--- src/rtl/core_pkg.sv ---
// Shared types and encodings for the pipeline hazard controller.
package core_pkg;

  localparam int unsigned RA_W = 5;

  localparam logic [1:0] FWD_RF  = 2'b00;
  localparam logic [1:0] FWD_MEM = 2'b10;
  localparam logic [1:0] FWD_WB  = 2'b01;

  typedef enum logic [1:0] {
    RUN   = 2'd0,
    STALL = 2'd1,
    FLUSH = 2'd2
  } state_e;

  typedef struct packed {
    logic            valid;
    logic [RA_W-1:0] rd;
    logic [RA_W-1:0] rs1;
    logic [RA_W-1:0] rs2;
    logic            regwrite;
    logic            memread;
  } slot_t;

endpackage

--- src/rtl/fwd_sel.sv ---
// Forwarding select for one ALU operand; M beats W, loads in M cannot forward, x0 never matches.
module fwd_sel
  import core_pkg::*;
(
  input  logic            i_m_valid,
  input  logic            i_m_regwrite,
  input  logic            i_m_memread,
  input  logic [RA_W-1:0] i_m_rd,
  input  logic            i_w_valid,
  input  logic            i_w_regwrite,
  input  logic [RA_W-1:0] i_w_rd,
  input  logic [RA_W-1:0] i_rs,
  output logic [1:0]      o_fwd
);

  logic w_hit_m;
  logic w_hit_w;

  assign w_hit_m = i_m_valid & i_m_regwrite & ~i_m_memread & (i_m_rd != '0) & (i_m_rd == i_rs);
  assign w_hit_w = i_w_valid & i_w_regwrite & (i_w_rd != '0) & (i_w_rd == i_rs);

  always_comb begin
    o_fwd = FWD_RF;
    if (w_hit_m) begin
      o_fwd = FWD_MEM;
    end else if (w_hit_w) begin
      o_fwd = FWD_WB;
    end
  end

endmodule

--- src/rtl/hazard_ctrl.sv ---
// Pipeline sequencer: shadow E/M/W slots, load-use stalls, redirect flushes, forwarding selects.
module hazard_ctrl
  import core_pkg::*;
#(
  parameter int unsigned CNT_W = 16
) (
  input  logic             clk,
  input  logic             rst,
  input  logic             validD,
  input  logic [RA_W-1:0]  rs1D,
  input  logic [RA_W-1:0]  rs2D,
  input  logic [RA_W-1:0]  rdD,
  input  logic             RegWriteD,
  input  logic             MemReadD,
  input  logic             PCSrcM,
  output logic             StallF,
  output logic             StallD,
  output logic             FlushD,
  output logic             FlushE,
  output logic             FlushM,
  output logic [1:0]       ForwardAE,
  output logic [1:0]       ForwardBE,
  output logic [1:0]       state_o,
  output logic [CNT_W-1:0] stall_cnt,
  output logic [CNT_W-1:0] flush_cnt
);

  slot_t            r_e, r_m, r_w;
  slot_t            w_d;
  state_e           r_state, w_state_next;
  logic [CNT_W-1:0] r_stall_cnt, r_flush_cnt;
  logic             w_ldu, w_flush, w_stall;
  logic             w_unused;

  assign w_d = '{valid: validD, rd: rdD, rs1: rs1D, rs2: rs2D,
                 regwrite: RegWriteD, memread: MemReadD};

  assign w_ldu = validD & r_e.valid & r_e.memread & (r_e.rd != '0) &
                 ((r_e.rd == rs1D) | (r_e.rd == rs2D));
  // Gated by reset so a redirect seen while held in reset never leaks out.
  assign w_flush = rst & PCSrcM;
  assign w_stall = w_ldu & ~w_flush;

  assign StallF    = w_stall;
  assign StallD    = w_stall;
  assign FlushD    = w_flush;
  assign FlushE    = w_flush | w_ldu;
  assign FlushM    = w_flush;
  assign state_o   = r_state;
  assign stall_cnt = r_stall_cnt;
  assign flush_cnt = r_flush_cnt;

  // Source fields of M/W are tracked for completeness but nothing consumes them.
  assign w_unused = ^{r_m.rs1, r_m.rs2, r_w.rs1, r_w.rs2, r_w.memread};

  fwd_sel u_fwd_a (
    .i_m_valid    (r_m.valid),
    .i_m_regwrite (r_m.regwrite),
    .i_m_memread  (r_m.memread),
    .i_m_rd       (r_m.rd),
    .i_w_valid    (r_w.valid),
    .i_w_regwrite (r_w.regwrite),
    .i_w_rd       (r_w.rd),
    .i_rs         (r_e.rs1),
    .o_fwd        (ForwardAE)
  );

  fwd_sel u_fwd_b (
    .i_m_valid    (r_m.valid),
    .i_m_regwrite (r_m.regwrite),
    .i_m_memread  (r_m.memread),
    .i_m_rd       (r_m.rd),
    .i_w_valid    (r_w.valid),
    .i_w_regwrite (r_w.regwrite),
    .i_w_rd       (r_w.rd),
    .i_rs         (r_e.rs2),
    .o_fwd        (ForwardBE)
  );

  always_comb begin
    w_state_next = RUN;
    case (r_state)
      RUN: begin
        if (w_flush) begin
          w_state_next = FLUSH;
        end else if (w_ldu) begin
          w_state_next = STALL;
        end
      end
      STALL:   w_state_next = w_flush ? FLUSH : RUN;
      FLUSH:   w_state_next = RUN;
      default: w_state_next = RUN;
    endcase
  end

  always_ff @(posedge clk or negedge rst) begin
    if (!rst) begin
      r_state <= RUN;
    end else begin
      r_state <= w_state_next;
    end
  end

  always_ff @(posedge clk or negedge rst) begin
    if (!rst) begin
      r_e         <= '0;
      r_m         <= '0;
      r_w         <= '0;
      r_stall_cnt <= '0;
      r_flush_cnt <= '0;
    end else begin
      r_e <= (w_ldu | w_flush) ? '0 : w_d;
      r_m <= w_flush ? '0 : r_e;
      r_w <= r_m;
      if (w_stall && (r_stall_cnt != '1)) begin
        r_stall_cnt <= r_stall_cnt + CNT_W'(1);
      end
      if (w_flush && (r_flush_cnt != '1)) begin
        r_flush_cnt <= r_flush_cnt + CNT_W'(1);
      end
    end
  end

endmodule

--- config.mk ---
export PLATFORM = sky130hd
export DESIGN_NAME = hazard_ctrl
export DESIGN_NICKNAME = d
export VERILOG_FILES = /design/src/rtl/core_pkg.sv /design/src/rtl/fwd_sel.sv /design/src/rtl/hazard_ctrl.sv
export SDC_FILE = /design/constraint.sdc
export NUM_CORES = 1
export LEC_CHECK = 0
export CAP_MARGIN = 30
export CELL_PAD_IN_SITES_DETAIL_PLACEMENT = 1
export CELL_PAD_IN_SITES_GLOBAL_PLACEMENT = 1
export CORE_MARGIN = 1
export CORE_UTILIZATION = 41
export CTS_CLUSTER_SIZE = 24
export DETAILED_ROUTE_END_ITERATION = 8
export GPL_TIMING_DRIVEN = 0
export PLACE_DENSITY = 0.82
export SLEW_MARGIN = 20
export SYNTH_ARGS = -nofsm -noshare
export SYNTH_HDL_FRONTEND = slang
export SYNTH_HIERARCHICAL = 1
export SYNTH_SLANG_ARGS = --single-unit
--- constraint.sdc ---
create_clock -name clk -period 2.1 [get_ports clk]
set_input_delay 0.21 -clock clk [delete_from_list [all_inputs] [get_ports clk]]
set_output_delay 0.21 -clock clk [all_outputs]
set_load 0.01 [all_outputs]
# ---- Word level (Yosys, flattened, before mapping)
# Index checks and enable logic that the tools add are counted.
dict set report op_classes {
  addsub 2
  mul 0
  n_div 0
  order_cmp 0
  n_eq_ne 9
  shifts 0
  muxes 10
  bitwise 19
  n_reduce_logical 6
}
# operator count
set op_table {}
lappend op_table {{$mux 18} 2}
lappend op_table {{$add 16x1->16 const B} 2}
lappend op_table {{$ne 16x16->1 const B} 2}
lappend op_table {{$eq 5x5->1} 6}
lappend op_table {{$and 1x1->1} 15}
lappend op_table {{$reduce_bool 5->1} 3}
lappend op_table {{$mux 2} 4}
lappend op_table {{$pmux 2 s2} 1}
lappend op_table {{$mux 1} 3}
lappend op_table {{$eq 2x1->1 const B} 1}
lappend op_table {{$logic_and 1x1->1} 2}
lappend op_table {{$logic_not 2->1} 1}
lappend op_table {{$not 1->1} 2}
lappend op_table {{$or 1x1->1} 2}
dict set report word_totals {
  reg_bits 67
  latchBits 0
  mem_bits_rw 0
  rom_bits 0
  inputBits 21
  elab_cells 62
  mem_count 0
}

# ---- Depth between registers and ports, before layout
# Gate-level depths: netlist of run 1.
dict set report logic_depth {
  word_depth 7
  depth_mapped 7
  mapped_depth_nobuf 6
}

# ---- Cells and area by module
# Netlist of run 1, hierarchy kept.
# module instances cells_each area_per_inst_um2 seq_area_each_um2
set modules_own_cells {}
lappend modules_own_cells {hazard_ctrl 1 227 2857.7 1676.6}
lappend modules_own_cells {fwd_sel 2 21 167.7 0.0}

# ---- Worst setup path after synthesis of run 1
# Ideal clock, no wire load.
dict set report synth_timing {
  path_kind {reg-to-reg}
  from {register r_flush_cnt[0], in the netlist flush_cnt[0]}
  to {register r_flush_cnt[10], in the netlist flush_cnt[10]}
  setup_time_ns 0.130
  t_arrival_ns 1.786
  required_time_ns 1.970
  path_slack_ns 0.184
  path_stages_with_launch 7
  path_buffers 0
  synth_period_minus_slack_ns 1.916
  cell_sequence {dfrtp_1 > ha_1 > nand3_2 > nor4_4 > a31oi_4 > or4b_1 > xnor2_1}
}
dict set report synth_via {
  elab_chain_cells 2
  word_cells_on_any_way 3
  cone_classes {1 x add/sub; 1 x eq/ne; 1 x reduce/logical}
}
# element line_no
set synth_rtl {}
lappend synth_rtl {{start: declaration} hazard_ctrl.sv:31} ;# logic [CNT_W-1:0] r_stall_cnt, r_flush_cnt;
lappend synth_rtl {{start signal: assignment} hazard_ctrl.sv:119} ;# r_flush_cnt <= r_flush_cnt + CNT_W'(1);
lappend synth_rtl {{parallel branches: the longest is 2 deep, another holds $add 16x1->16} n/a}
# Parallel ways; which one is timed is not known.
# A chain may end at the register's enable or synchronous reset.

# ---- Worst setup path in the final report of run 1
dict set report layout_timing {
  from {register r_m[13] (netlist bit)}
  to {output port ForwardAE[0]}
}
dict set report layout_via {
  elab_chain_cells 4
  word_cells_on_any_way 5
  cone_classes {1 x eq/ne; 1 x mux; 2 x bitwise; 1 x reduce/logical}
}
# element line_no
set layout_rtl {}
lappend layout_rtl {{start: declaration} hazard_ctrl.sv:28} ;# slot_t r_e, r_m, r_w;
lappend layout_rtl {{start signal: assignment} hazard_ctrl.sv:113} ;# r_m <= w_flush ? '0 : r_e;
lappend layout_rtl {{$reduce_bool 5->1} fwd_sel.sv:19} ;# assign w_hit_m = i_m_valid & i_m_regwrite & ~i_m_memread & (i_m_rd != '0) & (i_m_rd == i_rs);
lappend layout_rtl {{$and 1x1->1} fwd_sel.sv:19}
lappend layout_rtl {{$and 1x1->1 *} fwd_sel.sv:19}
lappend layout_rtl {{named net u_fwd_a.w_hit_m} fwd_sel.sv:16} ;# logic w_hit_m;
lappend layout_rtl {{$mux 2 *} fwd_sel.sv:24} ;# if (w_hit_m) begin
lappend layout_rtl {{end: declaration} hazard_ctrl.sv:21} ;# output logic [1:0] ForwardAE,
# Mark *: on every way through the listed nets, which the timed path passes. The rest lies on a longest branch.

==> results.md, run 1 <==
- The run finished with clean final reports.
- The reg-to-reg startpoint is flush_cnt[0]$_DFFE_PN0P_.
- Compared with the post-synthesis result, the final layout area differs by 38.1%.
- Following the worst setup path forward leads to its endpoint at ForwardAE[0].
- The sequential fraction of design power is 0.488.
- The area inside the core boundary is 0.00741 mm^2.
- The path class of the tightest hold or removal check is in -> async.
- The launch point of the worst path is r_m[13]$_DFF_PN0_.
- In the synthesized netlist, the cells that appear most often are sky130_fd_sc_hd__dfrtp_1, sky130_fd_sc_hd__xnor2_1, sky130_fd_sc_hd__and2_1, sky130_fd_sc_hd__nand3_1, sky130_fd_sc_hd__nand2_1.
- For this design the static power due to leakage is between 0.0015 and 0.002 uW.
- Summed over all failing endpoints, the final setup total negative slack is 0 ns.
- The floorplan has 31 rows.
- Clock-pin slew was measured on the worst setup and hold paths at roughly 0.07 ns.
- Of the post-synthesis cell area, the dominant cell type holds 0.525.
- The detail route stage leaves a number of antenna-violating nets equal to 0.
- The cell area that synthesis handed to floorplanning was 0.00319 mm^2.
- The pre-CTS setup slack is -0.625 ns.
- The gate count after technology mapping is 269.
- When the netlist entered floorplanning its net count stood at 292.
- The switching share of total power is 0.277.
- The share of total power dissipated in combinational logic is 0.187.
- The path type of the worst setup path is reg -> out.
- CTS built an H-tree with a depth of 3.
- The count of different cell masters after synthesis is 42.
- The half-perimeter wire length after placement is approximately 5.5 mm.
- Static timing analysis puts the maximum clock frequency at 487 MHz.
- Routability-driven placement finished with a final weighted congestion of 0.775.
- The via count of the first global-routing pass was 2585.
- Sorting the synthesized cells by area gives the leading types as sky130_fd_sc_hd__dfrtp_1, sky130_fd_sc_hd__xnor2_1, sky130_fd_sc_hd__and2_1.
- Dividing the detail-routed wire length by the instance count gives roughly 19 um.
- The tree is rooted in a sky130_fd_sc_hd__clkbuf_8.
- The transition time at the pin with the least slew margin is 0.435 ns.
- The wire length on met3 is 269 um.
- At the worst endpoint, the arrival time is 1.84 ns.
- Setup violations remaining at the end of the flow were counted as 0.
- The flip-flop and latch area is between 0.0015 and 0.002 mm^2.
- sky130_fd_sc_hd__dfrtp_1 takes more of the synthesized area than any other cell.
- The post-detailed-route via-to-cell ratio is 5.23.
- The TritonCTS clock tree is built.
- The number of failing hold endpoints at the final stage is 0.
- The total number of clock tree sinks is between 60 and 70.
- Once layout is complete, the cells apart from fillers number 460.
- Setup repair after global routing could not meet its margin everywhere.
- The topmost layer with routed signal wires is met4.
- The first global-routing pass estimated 13.5 mm of wire.
- The most instantiated flip-flop cell in the synthesis netlist is sky130_fd_sc_hd__dfrtp_1.
- The worst clock skew is 0.00814 ns.
- The fraction of the yosys area taken by sequential cells is 0.525.
- The number of storage elements in the synthesis netlist is 67.
- The minimum period implied by the final worst setup slack is between 2 and 2.5 ns.
- Cell internal power was estimated by the tool at 2300 uW.
- In this run the worst path has a maximum fanout of 5.
- During placement, the flow inserted port buffers numbering 63.
- The met1 routed wirelength after detailed routing is 3.49 mm.
- Measured along the x axis, the die boundary spans ~90 um.
- The detailed-routing iteration count for the pre-antenna-repair pass is 4.
- After the first detailed-routing iteration, the DRC count stood at 48.
- The Yosys step of the flow raised 6 warnings.
- The aggregate global-route resource usage is 0.213.
- The total power of the final layout is 3180 uW.
- The element type at the critical path end is a primary output.
- Buffers inserted during clock tree synthesis total 9.
- The met2 wire length is about 4.8 mm.
- In the routed design, unresolved DRC markers number 0.
- At the end of the flow the core is filled with cells to 0.595.
- The number of maximum-capacitance violations is 0.
- The number of cells after detailed placement is 432.
- For this run the aggregate overflow at the end of global routing stands at 0.
- The total count of max-transition violations in the final report is 0.
- In the finished design, the share of the clock period the worst path needs comes to 0.977.
- The filler cell count in the final layout is 766.
- The final route contains 2405 vias.
- The startpoint type of the worst setup path is a flip-flop.
- The height of the chip is approximately 90 um.
- The number of antenna violations at the first check in global routing is 0.
- The net switching power figure is ~880 uW.
- The antenna diode instance count is 0.
- The number of cells on the worst reg-to-reg path is 6.
- The required time reported for the critical path endpoint is between 1.5 and 2 ns.
- The multi-input combinational cells in the finished layout cover a total of ~0.0016 mm^2.
- Entering global routing, the biggest net connects 60 pins.
- The maximum clock path buffer count is 2.
- Counting flops with a built-in enable in the synthesized netlist gives 0.
- The die outline area is between 0.008 and 0.009 mm^2.
- The async set or reset register ratio after synthesis is 1.00.
- The relative slew slack is 0.708.
- The slack of the worst reg-to-reg path is 0.10 ns.
- In the final layout, the share of cells above drive strength 1 is 0.219.
- sky130_fd_sc_hd__dfrtp_1 is the most common cell in the netlist.
- The clock latency of the later-clocked register in the worst-skew pair is 0.34 ns.
- The worst-case IR drop observed on VDD is 0.000476 V.
- For this design the ratio of total power to cell area is 721 mW/mm^2.
- Of the total power, the clock network draws 0.324.
- In the final design database the tool counted around 380 nets.
- The endpoint identified for the worst register-to-register timing path is flush_cnt[3]$_DFFE_PN0P_.
- The average cell area after synthesis is 11.9 um^2.
- The worst path meets setup with 0.0478 ns of slack.
- The effective utilization at floorplan is 0.431.
- The number of placed I/O pins is 64.
- For this block, the routed nets add up to roughly 8.6 mm of wire.
## cells in the final DEF (no fill, tap or decap), drive strengths merged, types with 6 or more instances in the layout
cell,synthesis,routed
clkbuf,2,15
dfrtp,67,67
nor4,6,6
and3,9,9
nand2,15,15
buf,5,18
clkdlybuf4s50,0,55
xnor2,50,50
nand3,27,27
nand4,10,10
and2,29,29
## layer usage
layer / GRT usage / vias to the layer above
li1: - / 1111
met2: 0.372 / 43
met1: 0.250 / 1246
met5: 0 / -
met3: 0.0589 / 5
met4: 0.0766 / 0
## through the flow
step	hold WS [ns]	instance area [um^2]
final	0.381	4410
after global routing	0.419	4410
after CTS	-0.306	4210
after detailed placement	0.0598	3970
after global placement	0.395	3950
after floorplan	-0.0856	3190
## registers in the layout, indices dropped and copies added (netlist names)
signal / flops
state_o: 2
flush_cnt: 16
r_e: 18
stall_cnt: 16
r_m: 8
r_w: 7
## cells by family after synthesis
logic type / synth area share
AOI/OAI and AO/OA: 0.0619
xor gates and xnor gates: 0.148
adders and majority gates: 0.00784
buffers and inverters: 0.0212
DFF: 0.525
muxes: 0.0141
and+or+nand+nor: 0.222
## cell type report
class | count | share of cell area
plain buffers | 6 | 0.0111
clock buffers | 11 | 0.0321
clock inverters | 3 | 0.00908
inverters | 6 | 0.00596
multi-input cells | 190 | 0.353
flip-flops and latches | 67 | 0.382
well taps | 99 | 0.0281
repair buffers | 78 | 0.178
## worst min-delay path by stage
stage	depth (start not counted)	slack, ns	endpoint
finish	2	0.38	r_e[7]$_DFF_PN0_
global route	2	0.42	r_e[12]$_DFF_PN0_
CTS	1	-0.31	r_e[7]$_DFF_PN0_
detailed placement	1	0.06	r_e[12]$_DFF_PN0_
global placement	0	0.40	r_w[1]$_DFF_PN0_
floorplan	0	-0.09	flush_cnt[0]$_DFFE_PN0P_
## repair_timing
action	4_1_cts	5_1_grt
hold endpoints to repair	67	38
endpoints found under the setup margin	8	11
gates cloned	0	2
pin swaps	8	12
buffers inserted	7	2
gates resized for setup	17	25
## power groups by stage
stage	logic, uW	clock network [uW]	registers, uW
floorplan	245	0	1560
global placement	504	0	1560
detailed placement	532	0	1570
CTS	552	1050	1540
global route	650	1110	1570
finish	595	1030	1550
## worst max-delay path, stage by stage (launching register included)
cell and delay [ns]:
sky130_fd_sc_hd__dfrtp_2 0.48, sky130_fd_sc_hd__o41ai_2 0.41, sky130_fd_sc_hd__a211oi_2 0.15, sky130_fd_sc_hd__nor3_2 0.18
sky130_fd_sc_hd__dlygate4sd2_1 0.28
Power figures use the tool's default switching activity.
==> run 2: changes to the inputs <==
--- a/config.mk
+++ b/config.mk
@@ -5,15 +5,17 @@
 export SDC_FILE = /design/constraint.sdc
 export NUM_CORES = 1
 export LEC_CHECK = 0
+export ABC_CLOCK_PERIOD_IN_PS = 2450
 export CAP_MARGIN = 30
 export CELL_PAD_IN_SITES_DETAIL_PLACEMENT = 1
 export CELL_PAD_IN_SITES_GLOBAL_PLACEMENT = 1
 export CORE_MARGIN = 1
-export CORE_UTILIZATION = 41
+export CORE_UTILIZATION = 44
 export CTS_CLUSTER_SIZE = 24
 export DETAILED_ROUTE_END_ITERATION = 8
 export GPL_TIMING_DRIVEN = 0
-export PLACE_DENSITY = 0.82
+export PLACE_DENSITY = 0.87
+export SKIP_CTS_REPAIR_TIMING = 1
 export SLEW_MARGIN = 20
 export SYNTH_ARGS = -nofsm -noshare
 export SYNTH_HDL_FRONTEND = slang
==> constraint.sdc (replaced) <==
create_clock -name clk -period 2.45 [get_ports clk]
set_input_delay 0.245 -clock clk [delete_from_list [all_inputs] [get_ports clk]]
set_output_delay 0.245 -clock clk [all_outputs]
set_load 0.01 [all_outputs]
==> run 2 against run 1 <==
  * Critical path depth unchanged
  * Utilization rose by 2.9 points
  * Highest routed layer unchanged
  * First-iteration DRC count up 67%
  * Clock power down 9%
  * Via count about the same
  * Largest power group unchanged
  * Count of clock-buffer cells in the layout decreased by 1
==> results.md, run 2 (synthesis gave the netlist of run 1 again) <==
- The data arrival time of the worst path is 2.17 ns.
- The relative slew slack is 0.700.
- The total number of nets in the final design is 378.
- The number of antenna violations at the first check in global routing is 0.
- On the worst path, the slowest cell contributes a delay of 0.55 ns.
- Cell internal power was estimated by the tool at 1960 uW.
- The die covers 0.00760 mm^2.
- The count of buffers added on input and output ports is 63.
- The half-perimeter wire length after placement is 5.53 mm.
- The area growth from synthesis to layout is 34.9%.
- Data on the critical path is required at its endpoint by 2.20 ns.
- The worst vdd rail ir drop is 0.000480 V.
- The run finished with clean final reports.
- Counting tap cells, the placed design contains a total of roughly 430 instances.
- In the layout the commonest cells are sky130_fd_sc_hd__dfrtp_1, sky130_fd_sc_hd__clkdlybuf4s50_1, sky130_fd_sc_hd__xnor2_1.
- The remaining design rule violation count is 0.
- The class of the worst hold path is reg -> reg.
- The core utilization of the finished layout is 0.624.
- In the final routed layout, each cell accounts on average for roughly 19 um.
- The number of maximum-capacitance violations is 0.
- The via count of the first global-routing pass is 2525.
- For this run, the detailed router's first-pass iteration total came to 4.
- The number of clock buffers added by TritonCTS is 9.
- The core region is 0.00691 mm^2.
- Entering global routing, the biggest net connects 43 pins.
- The routed layout has 2403 vias.
- For this design the static power due to leakage is 0.00183 uW.
- The maximum clock path buffer count is 2.
- The register bank with the most flops is r_e.
- The critical path in this run is classified as reg -> out.
- For this block, the routed nets add up to 8.63 mm of wire.
- The antenna diode instance count is 0.
- The worst hold-check slack is between 0.4 and 0.5 ns.
- Of the available clock period, the critical path in the final layout requires 0.987.
- Adding up every negative setup slack in the final design gives 0 ns.
- The placer's final routability congestion estimate is between 0.8 and 0.9.
- The floorplan die width is 87.2 um.
- In this run the count of I/O pins placed on the die edge is 64.
- For this design, the sink count on the clock tree is 67.
- The non-filler instance count after layout is 456.
- In this run, the number of DRC markers left after iteration 0 of detailed routing was 80.
- STA classifies the critical path endpoint as a primary output.
- The sum of buffers and inverters on the critical path is 1.
- The total power of the final layout is ~2700 uW.
- The initial utilization of the core area, before any placement, comes to 0.462.
- The minimum period implied by the final worst setup slack is 2.42 ns.
- The share of total power dissipated in the clock network is 0.343.
- The total overflow reported by the global router is 0.
- In this run the remaining antenna-violating nets after routing total 0.
- The most common library cell in the layout ignoring fill and taps is sky130_fd_sc_hd__dfrtp_1.
- The number of setup violations in the final report is 0.
- In this run the number of H-tree levels came out at 3.
- The combinational power share is 0.176.
- For the pin with the worst max-slew slack, the measured transition is 0.447 ns.
- Among cell families on the critical path, the largest total delay comes from compound AO/OA/AOI/OAI gates.
- The TritonCTS clock tree is built.
- The number of failing hold endpoints at the final stage is 0.
- The worst clock skew is 0.0102 ns.
- For this design the total switching power over the nets is 782 uW.
- The first global-routing pass estimated 12.8 mm of wire.
- Of the total power, the share spent switching nets is 0.285.
- The height of the chip is 87.2 um.
- Walking the worst path, the cells encountered are o41ai_2 -> a211oi_2 -> nor3_2 -> clkdlybuf4s50_1.
- The clock root buffer is sky130_fd_sc_hd__clkbuf_8.
- Of all nets on the critical path, the largest fanout is 5.
- The worst-path cell with the longest stage delay is sky130_fd_sc_hd__clkdlybuf4s50_1.
- The total count of max-transition violations in the final report is 0.
- After clock tree synthesis, the clock-pin slew on the worst setup and hold paths is 0.08 ns.
- The post-detailed-route via-to-cell ratio is approximately 5.3.
- Across every metal layer, demand over resource in global routing totals 0.227.
- The worst setup path is launched from a flip-flop.
- The ratio of cells with drive above 1 in the final layout is 0.186.
- Power spread over the standard cell area amounts to 637 mW/mm^2.
- The maximum clock rate is 413 MHz.
- The flip-flop count of the largest register, all copies and words added is 18.
- The sequential fraction of design power is 0.482.
- The clock latency of the later-clocked register in the worst-skew pair is ~0.35 ns.
- The number of rows created at floorplan is 30.
## run 2: cell count changes in the layout (fill, tap and decap cells not counted), moves of 3 or more
cell / previous run / this run
sky130_fd_sc_hd__clkdlybuf4s50_1: 55 / 59
sky130_fd_sc_hd__dlygate4sd2_1: 3 / 0
sky130_fd_sc_hd__dlymetal6s2s_1: 0 / 3
sky130_fd_sc_hd__xnor2_1: 43 / 47
sky130_fd_sc_hd__xnor2_2: 7 / 3
## run 2: routing by layer
| metal | global-route usage | part of all wire | vias to the layer above | routed length, um |
|---|---|---|---|---|
| met2 | 0.395 | 0.53 | 67 | 4530 |
| li1 | - | - | 1098 | - |
| met3 | 0.0445 | 0.037 | 21 | 320 |
| met1 | 0.274 | 0.40 | 1217 | 3480 |
| met5 | 0 | 0 | - | 0 |
| met4 | 0.0984 | 0.034 | 0 | 297 |
## run 2: worst reg2reg max path, cell delays in order, from the launching register on
cell                      delay, ns
sky130_fd_sc_hd__dfrtp_1       0.45
sky130_fd_sc_hd__ha_1          0.31
sky130_fd_sc_hd__nand3_2       0.15
sky130_fd_sc_hd__nor4_4        0.08
sky130_fd_sc_hd__a31oi_4       0.37
sky130_fd_sc_hd__or4b_1        0.49
sky130_fd_sc_hd__xnor2_1       0.14
## run 2: final cells by class
cell class | count | area [um^2]
plain buffers | 6 | 45.0
clock buffers | 10 | 138
clock inverters | 6 | 65.1
fillers | 710 | 2600
inverters | 6 | 22.5
multi-input cells | 189 | 1470
flip-flops and latches | 67 | 1680
well taps | 96 | 120
repair buffers | 76 | 761
## run 2: final timing paths
kind                                           from                   endpoint  slack (ns)  cells after the start
min reg2reg                        r_m[1]$_DFF_PN0_           r_w[1]$_DFF_PN0_        0.42                      0
max                               r_m[13]$_DFF_PN0_               ForwardAE[0]        0.03                      4
min in group asynchronous                       rst  flush_cnt[13]$_DFFE_PN0P_        0.43                      3
min                                r_m[1]$_DFF_PN0_           r_w[1]$_DFF_PN0_        0.42                      0
max in group asynchronous                       rst          r_m[13]$_DFF_PN0_        1.77                      3
max reg2reg                flush_cnt[0]$_DFFE_PN0P_  flush_cnt[10]$_DFFE_PN0P_        0.35                      6
## run 2: per-stage QoR
stage	cell area, um^2	setup slack, ns
2_1_floorplan	3190	0.534
3_3_place_gp	3940	-2.64
3_5_place_dp	3960	-0.369
4_1_cts	4160	-0.458
5_1_grt	4310	-0.0112
6_report	4310	0.0313
## run 2: power groups by stage
stage	registers [uW]	logic, uW	clock network [uW]
4_1_cts	1320	457	948
3_3_place_gp	1340	430	0
6_report	1320	483	941
2_1_floorplan	1340	210	0
5_1_grt	1340	520	1000
3_5_place_dp	1340	448	0
==> run 3: changes to the inputs <==
--- a/config.mk
+++ b/config.mk
@@ -9,7 +9,7 @@
 export CAP_MARGIN = 30
 export CELL_PAD_IN_SITES_DETAIL_PLACEMENT = 1
 export CELL_PAD_IN_SITES_GLOBAL_PLACEMENT = 1
-export CORE_MARGIN = 1
+export CORE_MARGIN = 4
 export CORE_UTILIZATION = 44
 export CTS_CLUSTER_SIZE = 24
 export DETAILED_ROUTE_END_ITERATION = 8
==> run 3 against run 2 <==
  * Utilization is 0.83 points higher
  * Sequential cell count stayed put
  * Total power is 0.12% lower
  * Hold slack better by 0.014 ns
  * Cell count is 1.1% higher
  * Count of clock-buffer cells in the layout is 4 higher
  * Setup slack better by 0.0068 ns
  * Via count is 0.96% higher
  * Critical path type unchanged
  * Register-to-register slack worse by 0.14 ns
  * Die area is 14% higher
  * Global-route usage is 2.3 points lower
==> results.md, run 3 (synthesis gave the netlist of run 1 again) <==
- The flow ran to the end, and the final reports show no timing, DRC or antenna violations.
- 64 I/O pins were placed.
- The number of rows created at floorplan is 30.
- The half-perimeter wire length after placement is 5.85 mm.
- The placement-stage cell area is between 0.003 and 0.004 mm^2.
- The number of antenna diodes in the final layout is 0.
- In the routed layout, each cell is associated on average with a via count of 5.26.
- In this run the power density over the cells is 628 mW/mm^2.
- The area inside the core boundary is roughly 0.007 mm^2.
- The die is 93.2 um wide.
- During placement, the flow inserted port buffers numbering 63.
- The number of CTS-inserted buffers is 9.
- Measured along the y axis, the die boundary spans 93.2 um.
- The worst register-to-register path has a depth of 6.
- After detailed routing, the number of remaining DRC violations is 0.
- Setup repair after global routing could not meet its margin everywhere.
- The total count of max-transition violations in the final report came to 0.
- The ratio of cells with drive above 1 in the final layout is 0.203.
- Once layout is complete, the cells apart from fillers number 461.
- The register with the most flip-flops in the layout has 18 of them.
- The longest clock path from root to sink contains 2 buffers.
- The number of failing hold endpoints at the final stage is 0.
- The total overflow left after global routing is 0.
- The startpoint identified for the worst hold timing path is r_m[17]$_DFF_PN0_.
- Measured against its own limit, the worst slew margin works out to 0.722.
- The aggregate global-route resource usage is 0.204.
- The final routed wire length divided by cell count is 19.6 um.
- The finished cells cover roughly 0.0044 mm^2.
- In this run the register-to-register setup slack is between 0.2 and 0.25 ns.
- Across the run, the number of max-cap violations was 0.
- The detailed-routing iteration count for the pre-antenna-repair pass is 4.
- For this design, the sink count on the clock tree is 67.
- The minimum period implied by the final worst setup slack is 2.41 ns.
- The clock reaches the later pin of the worst-skew pair after 0.34 ns.
- TritonCTS built the clock tree.
- For the pin with the worst max-slew slack, the measured transition is ~0.42 ns.
- The H-tree depth is 3.
- The total number of vias is 2426.
- The placer's final routability congestion estimate is 0.796.
- The startpoint identified for the worst register-to-register timing path is flush_cnt[0]$_DFFE_PN0P_.
- The effective utilization at floorplan is 0.462.
- The tightest min-delay check is of the reg -> reg type.
- The number of antenna violations at the first check in global routing is 0.
- Along the worst hold path, the cell count comes to 0.
- The number of DRC markers in iteration 0 is 70.
- The total number of nets in the final design is 383.
- Relative to the synthesized area, the layout overhead comes to 36.7%.
- For the worst setup path, the data arrival time is 2.17 ns.
- The element type at the critical path end is a primary output.
- After clock tree synthesis, the clock-pin slew on the worst setup and hold paths is 0.07 ns.
- Tracing the worst setup path back leads to its startpoint at r_m[13]$_DFF_PN0_.
- The clock root buffer is sky130_fd_sc_hd__clkbuf_8.
- The startpoint type of the worst setup path is a flip-flop.
- At the worst endpoint, the required time is between 2 and 2.5 ns.
- The critical path is of the reg -> out type.
- The maximum clock rate is around 410 MHz.
- The die covers 0.00868 mm^2.
- Setup violations remaining at the end of the flow were counted as 0.
- The number of cells after detailed placement is ~430.
- The worst vdd rail ir drop is 0.000591 V.
- The remaining antenna violation count after routing is 0.
- In the finished design, the share of the clock period the worst path needs comes to 0.984.
- Wires add up to 9.06 mm.
- The first-pass GRT wire length is ~14 mm.
- The via count of the first global-routing pass is 2590.
- The register bank with the most flops is r_e.
- In the layout the commonest cells are sky130_fd_sc_hd__dfrtp_1, sky130_fd_sc_hd__clkdlybuf4s50_1, sky130_fd_sc_hd__xnor2_1.
- Along the worst path, the maximum fanout reaches 5.
- Entering global routing, the biggest net connects 42 pins.
- Across the routed clock network, the largest skew measured is 0.00519 ns.
- In this run the static leakage power is 0.00186 uW.
-- run 3: per-layer routing --
metal	global-route usage	part of all wire	up-vias
met5	0	0	-
met4	0.0842	0.025	0
met3	0.0370	0.028	18
met2	0.357	0.54	52
met1	0.248	0.40	1237
li1	-	-	1119
-- run 3: metrics by stage --
step           power [uW]  hold WS [ns]   util  setup TNS (ns)  setup slack, ns
6_report             2740         0.437  0.632               0           0.0382
5_1_grt              2860         0.437  0.632          -0.222          -0.0868
4_1_cts              2700        -0.175  0.601           -1.19           -0.487
3_5_place_dp         1790         0.196  0.574          -0.823           -0.365
3_3_place_gp         1770         0.391  0.571         -197.06            -2.65
2_1_floorplan        1550       -0.0506      -               0            0.534
-- run 3: cell type report --
type | count | area [um^2]
Inverter | 6 | 22.5
Timing Repair Buffer | 81 | 798
Buffer | 6 | 45.0
Multi-Input combinational cell | 189 | 1510
Clock buffer | 14 | 153
Clock inverter | 2 | 35.0
Sequential cell | 67 | 1690
Fill cell | 740 | 2540
Tap cell | 96 | 120
-- run 3: power breakdown --
group | internal, uW | switching [uW] | leakage, uW | total, uW
clock | 499 | 412 | 0.0000947 | 910
combinational | 280 | 220 | 0.000899 | 500
sequential | 1200 | 136 | 0.000866 | 1330
-- run 3: path summary, 6_finish.rpt --
check / endpoint
worst max-delay path: ForwardBE[0]
max in group asynchronous: r_m[14]$_DFF_PN0_
min in group asynchronous: flush_cnt[13]$_DFFE_PN0P_
worst min register to register: r_w[17]$_DFF_PN0_
worst min-delay path: r_w[17]$_DFF_PN0_
worst max register to register: flush_cnt[10]$_DFFE_PN0P_
-- run 3: worst max-delay path, cell delays in order, from the launching register on --
cell,delay (ns)
sky130_fd_sc_hd__dfrtp_2,0.47
sky130_fd_sc_hd__o41ai_2,0.37
sky130_fd_sc_hd__a211oi_2,0.13
sky130_fd_sc_hd__buf_4,0.15
sky130_fd_sc_hd__nor3_2,0.15
sky130_fd_sc_hd__clkdlybuf4s50_1,0.55
